===== config.mk =====
export PLATFORM = sky130hd
export DESIGN_NAME = tdm_demux_rx
export DESIGN_NICKNAME = d
export VERILOG_FILES = /design/src/rtl/tdm_pkg.sv /design/src/rtl/tdm_demux_rx_sat_counter.sv /design/src/rtl/tdm_demux_rx.sv
export SDC_FILE = /design/constraint.sdc
export NUM_CORES = 1
export LEC_CHECK = 0
export ABC_CLOCK_PERIOD_IN_PS = 2200
export BUFFER_PORTS_ARGS = -buffer_cell sky130_fd_sc_hd__buf_2
export CAP_MARGIN = 20
export CORE_ASPECT_RATIO = 0.75
export CORE_MARGIN = 2
export CORE_UTILIZATION = 51
export DETAILED_ROUTE_END_ITERATION = 10
export MAX_ROUTING_LAYER = met4
export PLACE_DENSITY = 0.87
export SYNTH_ARGS = -nofsm -noshare
export SYNTH_HDL_FRONTEND = slang
export SYNTH_SLANG_ARGS = --single-unit

===== constraint.sdc =====
create_clock -name clk -period 2.2 [get_ports clk]
set_input_delay 0.44 -clock clk [delete_from_list [all_inputs] [get_ports clk]]
set_output_delay 0.44 -clock clk [all_outputs]
set_load 0.1 [all_outputs]

===== src/rtl/tdm_pkg.sv =====
// Shared TDM definitions used by the receive demux and the transmit mux sequencer.
package tdm_pkg;

  // Default frame geometry and error counter width.
  localparam int unsigned TDM_CHANNELS = 4;
  localparam int unsigned TDM_SEL_W    = $clog2(TDM_CHANNELS);
  localparam int unsigned TDM_ERR_W    = 8;

  // Framing state: HUNT waits for the first frame_sync, RUN tracks slots.
  typedef enum logic {
    HUNT = 1'b0,
    RUN  = 1'b1
  } tdm_state_e;

endpackage


===== src/rtl/tdm_demux_rx_sat_counter.sv =====
// Saturating up-counter: increments on inc_i and sticks at all-ones.
module sat_counter #(
  parameter int unsigned WIDTH = 8
) (
  input  logic             clk_i,
  input  logic             clr_ni,
  input  logic             inc_i,
  output logic [WIDTH-1:0] count_o
);

  logic [WIDTH-1:0] count_q;
  logic [WIDTH-1:0] count_d;

  // Next count: hold unless incrementing below the saturation value.
  always_comb begin
    count_d = count_q;
    if (inc_i && (count_q != {WIDTH{1'b1}})) begin
      count_d = count_q + 1'b1;
    end
  end

  // Count register with asynchronous clear.
  always_ff @(posedge clk_i or negedge clr_ni) begin
    if (!clr_ni) begin
      count_q <= '0;
    end else begin
      count_q <= count_d;
    end
  end

  assign count_o = count_q;

endmodule


===== src/rtl/tdm_demux_rx.sv =====
// TDM receive demux: rebuilds a parallel channel word from a serial stream
// carrying one bit per slot, with slot 0 marked by frame_sync.
//
// Output handshake (valid/ready): dout_valid rises when a frame completes and
// stays high, with dout stable, until a cycle where dout_valid && out_ready;
// the frame is consumed on that edge. A frame completing on that same edge
// replaces it and keeps dout_valid high. A frame completing while the held
// frame is still unconsumed (out_ready low) overwrites it and pulses overrun.
module tdm_demux_rx
  import tdm_pkg::*;
#(
  parameter int unsigned CHANNELS = TDM_CHANNELS,
  parameter int unsigned SEL_W    = TDM_SEL_W,
  parameter int unsigned ERR_W    = TDM_ERR_W
) (
  input  logic                clk,
  input  logic                rst_n,
  input  logic                din,
  input  logic                din_valid,
  input  logic                frame_sync,
  output logic [SEL_W-1:0]    sel,
  output logic [CHANNELS-1:0] dout,
  output logic                dout_valid,
  input  logic                out_ready,
  output logic                locked,
  output logic                sync_err,
  output logic                overrun,
  output logic [ERR_W-1:0]    err_cnt
);

  // Last slot index; wrap is an explicit compare so CHANNELS may be any value >= 2.
  localparam logic [SEL_W-1:0] LAST_SEL = SEL_W'(CHANNELS - 1);
  localparam logic [SEL_W-1:0] ONE_SEL  = SEL_W'(1);

  tdm_state_e          state_q, state_d;
  logic [SEL_W-1:0]    sel_q, sel_d;
  logic [CHANNELS-1:0] frame_q, frame_d;
  logic [CHANNELS-1:0] dout_q, dout_d;
  logic                dout_valid_q, dout_valid_d;
  logic                sync_err_q, sync_err_d;
  logic                overrun_q, overrun_d;
  logic                err_inc;
  logic                frame_done;

  // Next-state: slot tracking, frame assembly, framing checks and output hold.
  always_comb begin
    state_d      = state_q;
    sel_d        = sel_q;
    frame_d      = frame_q;
    dout_d       = dout_q;
    dout_valid_d = dout_valid_q;
    sync_err_d   = 1'b0;
    overrun_d    = 1'b0;
    err_inc      = 1'b0;
    frame_done   = 1'b0;

    if (dout_valid_q && out_ready) begin
      dout_valid_d = 1'b0;
    end

    if (din_valid) begin
      unique case (state_q)
        HUNT: begin
          if (frame_sync) begin
            state_d    = RUN;
            frame_d    = '0;
            frame_d[0] = din;
            sel_d      = ONE_SEL;
          end
        end
        RUN: begin
          if (frame_sync && (sel_q != '0)) begin
            // Misplaced sync: drop the partial frame and realign on this bit.
            sync_err_d = 1'b1;
            err_inc    = 1'b1;
            frame_d    = '0;
            frame_d[0] = din;
            sel_d      = ONE_SEL;
          end else begin
            frame_d[sel_q] = din;
            if (sel_q == LAST_SEL) begin
              sel_d      = '0;
              frame_done = 1'b1;
            end else begin
              sel_d = sel_q + 1'b1;
            end
          end
        end
        default: begin
          state_d = HUNT;
          sel_d   = '0;
        end
      endcase
    end

    if (frame_done) begin
      dout_d       = frame_d;
      dout_valid_d = 1'b1;
      overrun_d    = dout_valid_q && !out_ready;
    end
  end

  // State, slot counter, assembly and output registers.
  always_ff @(posedge clk or negedge rst_n) begin
    if (!rst_n) begin
      state_q      <= HUNT;
      sel_q        <= '0;
      frame_q      <= '0;
      dout_q       <= '0;
      dout_valid_q <= 1'b0;
      sync_err_q   <= 1'b0;
      overrun_q    <= 1'b0;
    end else begin
      state_q      <= state_d;
      sel_q        <= sel_d;
      frame_q      <= frame_d;
      dout_q       <= dout_d;
      dout_valid_q <= dout_valid_d;
      sync_err_q   <= sync_err_d;
      overrun_q    <= overrun_d;
    end
  end

  sat_counter #(
    .WIDTH (ERR_W)
  ) u_err_cnt (
    .clk_i   (clk),
    .clr_ni  (rst_n),
    .inc_i   (err_inc),
    .count_o (err_cnt)
  );

  assign sel        = sel_q;
  assign dout       = dout_q;
  assign dout_valid = dout_valid_q;
  assign locked     = (state_q == RUN);
  assign sync_err   = sync_err_q;
  assign overrun    = overrun_q;

endmodule


* Word-level counts from Yosys, hierarchy flattened
Index checks and enable logic that the tools add are counted.
Cells by class: $add $sub $neg 2, order comparisons 2, equality and inequality tests 3, multiplexer cells 23, bitwise logic cells 1, reduce and logical (&&, ||, !) cells 9
Operators by type and width (number):
- 1-bit 2-to-1 mux | 13
- 4-bit 2-to-1 mux | 3
- 8-bit by 1-bit adder with 8-bit output (second input constant) | 1
- 8-bit inequality test (second input constant) | 1
- 4-bit one-hot mux with 2 select lines | 1
- 2-bit 2-to-1 mux | 3
- 1-bit logical AND | 5
- 4-bit bitwise mux | 1
- 2-bit one-hot mux with 2 select lines | 1
- 2-bit nonzero test | 2
- 2-bit by 3-bit < comparator with 1-bit output (second input constant) | 1
- 2-bit by 1-bit adder with 2-bit output (second input constant) | 1
- 1-bit demux with 2-bit select | 1
- 2-bit equality test (second input constant) | 1
- 2-bit by 1-bit greater-or-equal comparator with 1-bit output (second input constant) | 1
- 2-bit inequality test (second input constant) | 1
- 2-bit AND reduction | 1
- 1-bit logical NOT | 1
- 1-bit inverter | 1
Word-level totals: bits in registers 22, bits of input ports 6, output and inout port bits 18, word-level logic and storage cells 48

* Longest topological paths before layout
Gate-level depths: netlist of the first run.
word-level depth 8, depth in mapped cells 6, mapped depth without buffers 6

* By module
Synthesis of the first run repeated with hierarchy kept, for this count alone.
Unflattened totals: cells, all modules 86, area, all modules 1048.5 µm²
Modules (own cells, without submodules):
- tdm_demux_rx | instances 1, cells an instance 52, area each 640.6 µm², sequential area each 325.3 µm²
- sat_counter | instances 1, cells an instance 34, area each 407.9 µm², sequential area each 200.2 µm²

* Worst setup path before layout of the first run
No wires, ideal clock.
path kind register to register, start point register sel_q[0], in the netlist sel[0], end point register u_err_cnt.count_q[6], in the netlist u_err_cnt.count_o[6], setup time 128 ps, arrival 2425 ps, required time 2072 ps, setup slack -353 ps, cell stages (with the launch flop) 7, buffers on the path 0, period minus slack after synthesis 2553 ps, path through dfrtp_1 > inv_1 > ha_1 > and4b_4 > and3_4 > and4_1 > mux2_1
On the way: longest elaborated chain between the ends 6
Ends and longest elaborated chain:
- start: declaration | line tdm_demux_rx.sv:36 | logic [SEL_W-1:0] sel_q, sel_d;
- start signal: assignment | line tdm_demux_rx.sv:115 | sel_q <= sel_d;
- 2-bit nonzero test | line tdm_demux_rx.sv:72 | if (frame_sync && (sel_q != '0)) begin
- 1-bit logical AND | line tdm_demux_rx.sv:72
- 1-bit 2-to-1 mux | line tdm_demux_rx.sv:72
- 1-bit 2-to-1 mux | line tdm_demux_rx.sv:62 | unique case (state_q)
- 1-bit 2-to-1 mux | line tdm_demux_rx.sv:61 | if (din_valid) begin
- via err_inc | line tdm_demux_rx.sv:42 | logic err_inc;
- 1-bit logical AND | line tdm_demux_rx_sat_counter.sv:17 | if (inc_i && (count_q != {WIDTH{1'b1}})) begin
- end signal: assignment | line tdm_demux_rx_sat_counter.sv:27 | count_q <= count_d;
- end: declaration | line tdm_demux_rx_sat_counter.sv:11 | logic [WIDTH-1:0] count_q;
The timed path passes the listed nets, and every way through them passes these cells. A chain may end at the register's enable or synchronous reset.

* Worst setup path in the final report of the first run
Ends and elaborated chain as after synthesis.

==> results_dict.tcl, run 1 <==
set metrics [dict create \
    postRouteAntennaNets 0 \
    crit_path_start_kind "flop" \
    critPathArrivalTime_ns 2.15 \
    coreArea_um2 1770 \
    wl_per_cell_um 14.7 \
    drive_gt1_share_pct 30.6 \
    max_freq_mhz 514 \
    synth_mux_area_share_pct 6.83 \
    slew_headroom_pct 67.5 \
    cp-end-kind "flop" \
    place.gp.congestion 0.835 \
    synth_compound_gate_area_share_pct 10.5 \
    cts-root-buf "clkbuf_4" \
    synthesis.area_um2 990 \
    yosys_warnings 0 \
    area_growth_pct 17.7 \
    cts_setup_buffers 0 \
    antenna_found_initial 0 \
    yosysUniqueCellTypes 23 \
    routed_via_density 5.60 \
    worst_pin_slew_ns 0.490 \
    cts_sinks 21 \
    maxCapViolCount 0 \
    post-route-period-util_pct 88.4 \
    die-area_um2 2310 \
    ios 24 \
    rrSetupSlack_ns 0.26 \
    finalSetupViolations 0 \
    final_common_cell "buf_2" \
    clkTransAtPathRegs_ns 0.12 \
    die_y_um 42.2 \
    clk_latency_ns 0.31 \
    synth_top_family_by_area "simple AND/OR/NAND/NOR gates" \
    synthAdderAreaFrac_pct 6.32 \
    path_class "reg -> reg" \
    start_util_pct 55.8 \
    synth_nets 105 \
    rsz0062_at_grt "no" \
    cts_tree "built" \
    critPathLaunch "sel[0]" \
    clockBufferDepth 2 \
    grt_pass1_wl_um 3340 \
    finalCriticalPeriod_ns 1.94 \
    clock_skew_ns 0.00633 \
    ys_ff_latch 21 \
    drc_errors 0 \
    synthXorXnorAreaFrac_pct 2.65 \
    hpwl_um 1480 \
    yosys.area_share.simple_pct 18.7 \
    status "complete, no violations" \
    worst_ep_required_time_ns 2.40 \
    grt_max_degree 22 \
    cts-resized-gates 0 \
    crit_fanout 5 \
    holdBufCountCts 0 \
    hold_class "in -> async" \
    num_vias 801 \
    gr-total-overflow 0 \
    r2r-start "sel[0]" \
    rows 13 \
    totalWireLength_um 2100 \
    firstDrtPassIters 4 \
    fp.dieW_um 54.9 \
    htree_levels 1 \
    cp-endpoint "u_err_cnt.count_o[6]" \
    hold_violations 0 \
    syn_inst 94 \
    ys_seq_area_share_pct 53.1 \
    postSynthAreaPerCell_um2 10.5 \
    final_cell_mix "23 x buf_2, 19 x dfrtp_1, 10 x nand2_1" \
    grt_pass1_vias 724 \
    drt_iter0_markers 34 \
    antenna_cells 0 \
    io_buffers 23 \
    ff2ff_path_depth 6 \
    r2r_end "u_err_cnt.count_o[6]" \
    cts_buffers 3 \
    slew_violations 0 \
    track_usage_pct 21.6 \
    tns_ns 0 \
    utilization_pct 65.7 \
    nNetsFinal 133 \
]
[kinds of logic (layout without fill, tap and decap cells)]
logic type,after synthesis,after routing
AND/OR/NAND/NOR,35,35
multiplexers,6,6
flip-flops,21,21
XOR/XNOR,3,3
buffers and inverters,5,32
AO/OA/AOI/OAI,19,19
adder cells (fa/ha/maj),5,5
[metrics by stage]
stage,cell area (um2),hold WS [ns],instances,worst slack [ns]
global route,1160,0.0786,143,0.177
floorplan,995,0.144,94,0.0216
global placement,1140,0.414,139,0.353
finish,1160,0.0540,143,0.256
CTS,1160,0.0684,143,0.256
detailed placement,1140,0.423,139,0.279
[Yosys cell counts]
| cell | instances | area, um2 |
|---|---|---|
| ha_1 | 5 | 62.6 |
| a21oi_1 | 8 | 40.0 |
| and4b_4 | 1 | 13.8 |
| nor2_1 | 7 | 26.3 |
| and3_1 | 3 | 18.8 |
| inv_1 | 5 | 18.8 |
| mux2_2 | 5 | 56.3 |
| o21ai_0 | 8 | 40.0 |
| nand3_1 | 5 | 25.0 |
| and2_1 | 2 | 12.5 |
| dfrtp_1 | 21 | 526 |
| and4_1 | 1 | 8.76 |
| mux2_1 | 1 | 11.3 |
| xor2_1 | 2 | 17.5 |
| or2_2 | 1 | 6.26 |
| a21boi_0 | 1 | 7.51 |
| nand2_1 | 10 | 37.5 |
| nand4_1 | 2 | 12.5 |
| a21o_1 | 1 | 7.51 |
| a22o_1 | 1 | 8.76 |
| xnor2_1 | 1 | 8.76 |
| and3_4 | 1 | 11.3 |
| nand2b_1 | 2 | 12.5 |
[how the worst min path moves through the flow]
stage          start  endpoint  slack [ns]  cells after the start
2_1_floorplan  rst_n   dout[0]        0.14                      0
3_3_place_gp   rst_n    sel[0]        0.41                      1
3_5_place_dp   rst_n    sel[0]        0.42                      1
4_1_cts        rst_n    sel[0]        0.07                      1
5_1_grt        rst_n    sel[0]        0.08                      1
6_report       rst_n    sel[0]        0.05                      1
[critical path, stage by stage (launching register included)]
cell and delay [ns]:
dfrtp_4 0.45, inv_1 0.07, ha_1 0.24, and4b_4 0.36, and3_4 0.20, and4_1 0.19, mux2_1 0.32
[registers in the layout, summed over array words and instances, names as in the netlist]
register,flops
frame_q,3
sync_err,1
dout,4
dout_valid,1
overrun,1
u_err_cnt.count_o,8
sel,2
locked,1
[routing by layer]
layer / track usage [%] / vias to the layer above / share of wire, %
met5: - / - / 0
met2: 31.2 / 37 / 48
met3: 7.50 / 2 / 7.6
met1: 28.6 / 378 / 43
met4: 6.00 / 0 / 0.67
li1: - / 384 / -
[final cells by class]
cell class	instances	area (um2)
fillers	139	608
clock buffers	3	22.5
well taps	22	27.5
repair buffers	23	115
inverters	5	18.8
multi-input cells	68	445
clock inverters	1	5.00
flip-flops and latches	21	531
Power of run 1 is not shown: default switching activity piles up to over one toggle a cycle in this logic, so the estimate is an artifact.
==> inputs of run 2 (changes only) <==
--- a/config.mk
+++ b/config.mk
@@ -5,15 +5,17 @@
 export SDC_FILE = /design/constraint.sdc
 export NUM_CORES = 1
 export LEC_CHECK = 0
+export ABC_AREA = 1
 export ABC_CLOCK_PERIOD_IN_PS = 2200
 export BUFFER_PORTS_ARGS = -buffer_cell sky130_fd_sc_hd__buf_2
 export CAP_MARGIN = 20
 export CORE_ASPECT_RATIO = 0.75
 export CORE_MARGIN = 2
-export CORE_UTILIZATION = 51
+export CORE_UTILIZATION = 52
 export DETAILED_ROUTE_END_ITERATION = 10
 export MAX_ROUTING_LAYER = met4
 export PLACE_DENSITY = 0.87
+export SLEW_MARGIN = 20
 export SYNTH_ARGS = -nofsm -noshare
 export SYNTH_HDL_FRONTEND = slang
 export SYNTH_SLANG_ARGS = --single-unit
==> run 2 against run 1 <==
Compared with the run above:
- sequential cell count unchanged
- setup slack improved by 0.22 ns
- first-iteration DRC count fell by 38%
==> results_dict.tcl, run 2 <==
set metrics [dict create \
    syn_inst 133 \
    synth_nets 144 \
    post-route-period-util_pct 78.5 \
    io_buffers 23 \
    finalSetupViolations 0 \
    drc_errors 0 \
    area_growth_pct 15.6 \
    grt_max_degree 22 \
    rsz0062_at_grt "no" \
    die-area_um2 2560 \
    totalWireLength_um 2260 \
    rows 14 \
    final_common_cell "nand2_1" \
    hold_class "in -> async" \
    grt_pass1_wl_um 3840 \
    nNetsFinal 172 \
    cts_buffers 3 \
    die_y_um 44.3 \
    holdBufCountCts 0 \
    worst_pin_slew_ns 0.489 \
    slew_headroom_pct 67.6 \
    cts_setup_buffers 0 \
    slew_violations 0 \
    cts-root-buf "clkbuf_4" \
    tns_ns 0 \
    drive_gt1_share_pct 26.9 \
    synthesis.area_um2 1130 \
    cp-end-kind "output pin" \
    netlist_top_cells_area "dfrtp_1 47%, nand2_1 17%, ha_1 5.6%" \
    antenna_cells 0 \
    cts-resized-gates 0 \
    worst_ep_required_time_ns 1.76 \
    gr-total-overflow 0 \
    ff2ff_path_depth 8 \
    synth-edff-count 0 \
    crit_path_start_kind "flop" \
    yosys_warnings 0 \
    hold_violations 0 \
    ys_ff_latch 21 \
    grt_pass1_vias 867 \
    critPathSlowestCell "dfrtp_1" \
    clock_skew_ns 0.00860 \
    clk_latency_ns 0.31 \
    yosys.area.top_type "dfrtp_1" \
    routed_via_density 5.01 \
    synth_common_cells "51 x nand2_1, 21 x dfrtp_1, 14 x inv_1" \
    worstPathCellList "buf_2" \
    async_reset_ff_share_pct 100 \
    synth_most_common_cell "nand2_1" \
    critPathTopFamily "flip-flops" \
    antenna_found_initial 0 \
    crit_fanout 6 \
    final_cell_mix "51 x nand2_1, 23 x buf_2, 21 x dfrtp_1" \
    path_buf_inv 1 \
    finalCriticalPeriod_ns 1.73 \
    ios 24 \
    status "complete, no violations" \
    largest_reg_flops 8 \
    postSynthAreaPerCell_um2 8.47 \
    firstDrtPassIters 4 \
    num_vias 921 \
    critPathArrivalTime_ns 1.29 \
    cts_tree "built" \
    synth_ff_type "dfrtp_1" \
    r2r_end "u_err_cnt.count_o[2]" \
    yosysUniqueCellTypes 24 \
    ys_seq_area_share_pct 46.7 \
    fp.dieW_um 57.7 \
    hpwl_um 1680 \
    max_freq_mhz 579 \
    r2r-start "sel[0]" \
    rrSetupSlack_ns 0.73 \
    htree_levels 1 \
    synth_top_area_share_pct 46.7 \
    cts_sinks 21 \
    place.gp.congestion 0.984 \
    maxCapViolCount 0 \
    wl_per_cell_um 12.3 \
    clkTransAtPathRegs_ns 0.13 \
    postRouteAntennaNets 0 \
    track_usage_pct 20.6 \
    coreArea_um2 2030 \
    cpPeakStageDelay_ns 0.49 \
    path_class "reg -> out" \
    clockBufferDepth 2 \
    start_util_pct 55.4 \
    drt_iter0_markers 21 \
]
[run 2: cells by family after synthesis]
family | after synthesis | synth area share (%)
flops | 21 | 46.7
simple gates | 78 | 34.3
xor+xnor | 4 | 3.78
compound gates | 7 | 3.44
buf+inv | 18 | 6.22
fa+ha+maj | 5 | 5.56
[run 2: final cells by class]
type | count | area, um2
fill | 171 | 731
timing repair buffer | 23 | 115
clock inverter | 1 | 7.51
inverter | 18 | 70.1
clock buffer | 3 | 22.5
tap | 24 | 30.0
sequential | 21 | 526
multi-input combinational | 94 | 531
[run 2: worst register-to-register path, stage by stage (launching register included)]
cell and delay (ns):
dfrtp_1 0.44, inv_1 0.10, ha_1 0.22, inv_1 0.08, nand2_2 0.12, nor2_8 0.18, nand2_8 0.09, nand2_1 0.06
o21ai_1 0.07
[run 2: layer usage]
metal | vias to the layer above | routed length, um | GRT usage, % | share of wire, %
met2 | 23 | 1050 | 33.4 | 46
met1 | 423 | 1110 | 26.0 | 49
met5 | - | 0 | - | 0
met3 | 5 | 86 | 5.56 | 3.8
met4 | 0 | 17 | 5.12 | 0.75
li1 | 470 | - | - | -
[run 2: how the worst max path moves through the flow]
stage | cells past startpoint | slack, ns | startpoint | to
2_1_floorplan | 7 | 0.15 | sel[0] | u_err_cnt.count_o[0]
3_3_place_gp | 7 | 0.81 | sel[0] | u_err_cnt.count_o[0]
3_5_place_dp | 7 | 0.75 | sel[0] | u_err_cnt.count_o[0]
4_1_cts | 1 | 0.49 | u_err_cnt.count_o[4] | err_cnt[4]
5_1_grt | 1 | 0.44 | u_err_cnt.count_o[4] | err_cnt[4]
6_report | 1 | 0.47 | u_err_cnt.count_o[4] | err_cnt[4]
[run 2: per-stage QoR]
step / utilization, % / area [um2] / hold WS (ns) / cells / setup slack, ns
floorplan: - / 1130 / 0.144 / 133 / 0.148
global placement: 62.6 / 1270 / 0.414 / 180 / 0.807
detailed placement: 62.6 / 1270 / 0.423 / 180 / 0.755
CTS: 64.0 / 1300 / 0.0717 / 184 / 0.494
global route: 64.0 / 1300 / 0.0764 / 184 / 0.445
finish: 64.0 / 1300 / 0.0513 / 184 / 0.472
Power of run 2 is left out for the same reason.
==> inputs of run 3 (changes only) <==
--- a/config.mk
+++ b/config.mk
@@ -6,15 +6,15 @@
 export NUM_CORES = 1
 export LEC_CHECK = 0
 export ABC_AREA = 1
-export ABC_CLOCK_PERIOD_IN_PS = 2200
+export ABC_CLOCK_PERIOD_IN_PS = 1500
 export BUFFER_PORTS_ARGS = -buffer_cell sky130_fd_sc_hd__buf_2
 export CAP_MARGIN = 20
 export CORE_ASPECT_RATIO = 0.75
 export CORE_MARGIN = 2
-export CORE_UTILIZATION = 52
+export CORE_UTILIZATION = 47
 export DETAILED_ROUTE_END_ITERATION = 10
 export MAX_ROUTING_LAYER = met4
-export PLACE_DENSITY = 0.87
+export PLACE_DENSITY = 0.83
 export SLEW_MARGIN = 20
 export SYNTH_ARGS = -nofsm -noshare
 export SYNTH_HDL_FRONTEND = slang
==> constraint.sdc (replaced) <==
create_clock -name clk -period 1.5 [get_ports clk]
set_input_delay 0.3 -clock clk [delete_from_list [all_inputs] [get_ports clk]]
set_output_delay 0.3 -clock clk [all_outputs]
set_load 0.1 [all_outputs]
==> run 3 against run 2 <==
Compared with the run above:
- setup slack worse by 0.42 ns
- die area grew 9.8%
- utilization fell by 3.1 points
- global-route usage fell by 2.3 points
- clock skew decreased by 0.0047 ns
- routed wire length decreased by 3.1%
- hold slack improved by 0.091 ns
- non-clock buffer count grew 1
- count of clock-buffer cells in the layout unchanged
- first-iteration DRC count increased by 76%
- critical endpoint is now err_cnt[7]
- highest routed layer unchanged
==> results_dict.tcl, run 3 (synthesis gave the netlist of run 2 again) <==
set metrics [dict create \
    worstHoldPathCells 2 \
    critPathLaunch "u_err_cnt.count_o[7]" \
    hpwl_um 1690 \
    drive_gt1_share_pct 36.0 \
    post-route-period-util_pct 96.5 \
    worst_pin_slew_ns 0.495 \
    num_vias 926 \
    place_area_um2 1330 \
    antenna_cells 0 \
    nNetsFinal 173 \
    tns_ns 0 \
    htree_levels 1 \
    start_util_pct 49.2 \
    path_buf_inv 1 \
    cp-end-kind "output pin" \
    cts-root-buf "clkbuf_4" \
    antenna_found_initial 0 \
    critPathTopFamily "buffers and inverters" \
    clkTransAtPathRegs_ns 0.12 \
    grt_max_degree 22 \
    routed_via_density 4.75 \
    die_y_um 46.4 \
    finalCriticalPeriod_ns 1.45 \
    finalSetupViolations 0 \
    cts_setup_buffers 0 \
    maxCapViolCount 0 \
    rsz0062_at_grt "no" \
    clock_skew_ns 0.00394 \
    fillerInstances 201 \
    drt_iter0_markers 37 \
    coreArea_um2 2290 \
    worst_hold_slack_ns 0.142 \
    clk_latency_ns 0.31 \
    drc_errors 0 \
    final_cell_mix "51 x nand2_1, 13 x buf_2, 11 x inv_1" \
    status "complete, no violations" \
    place.gp.congestion 0.905 \
    largest_reg_flops 8 \
    cpPeakStageDelay_ns 0.43 \
    worstPathCellList "buf_2" \
    final_common_cell "nand2_1" \
    rows 15 \
    hold_class "in -> reg" \
    cts_sinks 21 \
    ff2ff_path_depth 7 \
    io_buffers 23 \
    slew_violations 0 \
    whs_endpoint "overrun" \
    max_freq_mhz 691 \
    slew_headroom_pct 67.3 \
    r2r-start "sel[0]" \
    gr-total-overflow 0 \
    grt_pass1_wl_um 3540 \
    postRouteAntennaNets 0 \
    hold_violations 0 \
    r2r_end "sel[0]" \
    critPathArrivalTime_ns 1.15 \
    cts_buffers 3 \
    clockBufferDepth 2 \
    critPathSlowestCell "buf_2" \
    crit_path_start_kind "flop" \
    ios 24 \
    worst_ep_required_time_ns 1.20 \
    wl_per_cell_um 11.2 \
    track_usage_pct 18.3 \
    die-area_um2 2810 \
    totalWireLength_um 2190 \
    fp.dieW_um 60.5 \
    area_growth_pct 23.9 \
    firstDrtPassIters 4 \
    holdCritStartpoint "out_ready" \
    cts_tree "built" \
    rrSetupSlack_ns 0.13 \
    fin_area_um2 1400 \
    grt_pass1_vias 781 \
    path_class "reg -> out" \
    crit_fanout 5 \
]
-- run 3: final cells by class --
| class | count | area, um2 | share of cell area [%] |
|---|---|---|---|
| Clock buffer | 3 | 22.5 | 1.61 |
| Clock inverter | 1 | 7.51 | 0.538 |
| Inverter | 18 | 75.1 | 5.38 |
| Multi-Input combinational cell | 94 | 548 | 39.3 |
| Sequential cell | 21 | 549 | 39.4 |
| Tap cell | 34 | 42.5 | 3.05 |
| Timing Repair Buffer | 24 | 150 | 10.8 |
-- run 3: stage by stage --
stage	setup slack (ns)	utilization, %	cells
floorplan	0.00427	-	133
global placement	0.207	58.1	190
finish	0.0527	60.9	195
global route	0.00312	60.9	195
CTS	0.00365	60.5	195
detailed placement	0.178	58.1	190
-- run 3: worst register-to-register path, cell delays in order, from the launching register on --
cell and delay (ns):
dfrtp_4 0.53, inv_4 0.08, ha_4 0.14, inv_2 0.05
nand2_4 0.09, nand2_1 0.10, o21ai_0 0.16, o21ai_0 0.11
-- run 3: per-layer routing --
metal / vias to the layer above / global-route usage [%] / part of all wire (%)
li1: 469 / - / -
met1: 427 / 25.4 / 48
met2: 28 / 26.7 / 46
met3: 2 / 5.34 / 5.1
met4: 0 / 3.91 / 0.87
met5: - / - / 0
-- run 3: how the worst max path moves through the flow --
stage          cells after the start              endpoint  slack, ns
2_1_floorplan                      8  u_err_cnt.count_o[4]      0.004
3_3_place_gp                       7  u_err_cnt.count_o[0]       0.21
3_5_place_dp                       7                sel[0]       0.18
4_1_cts                            1            err_cnt[4]      0.004
5_1_grt                            1            err_cnt[7]      0.003
6_report                           1            err_cnt[7]       0.05
-- run 3: timing repair --
item	4_1_cts	5_1_grt
pin swaps	0	0
hold buffers	1	0
setup endpoints to repair	6	4
endpoints found under the hold margin	21	0
gates resized for setup	6	4
Power of run 3 is left out for the same reason.
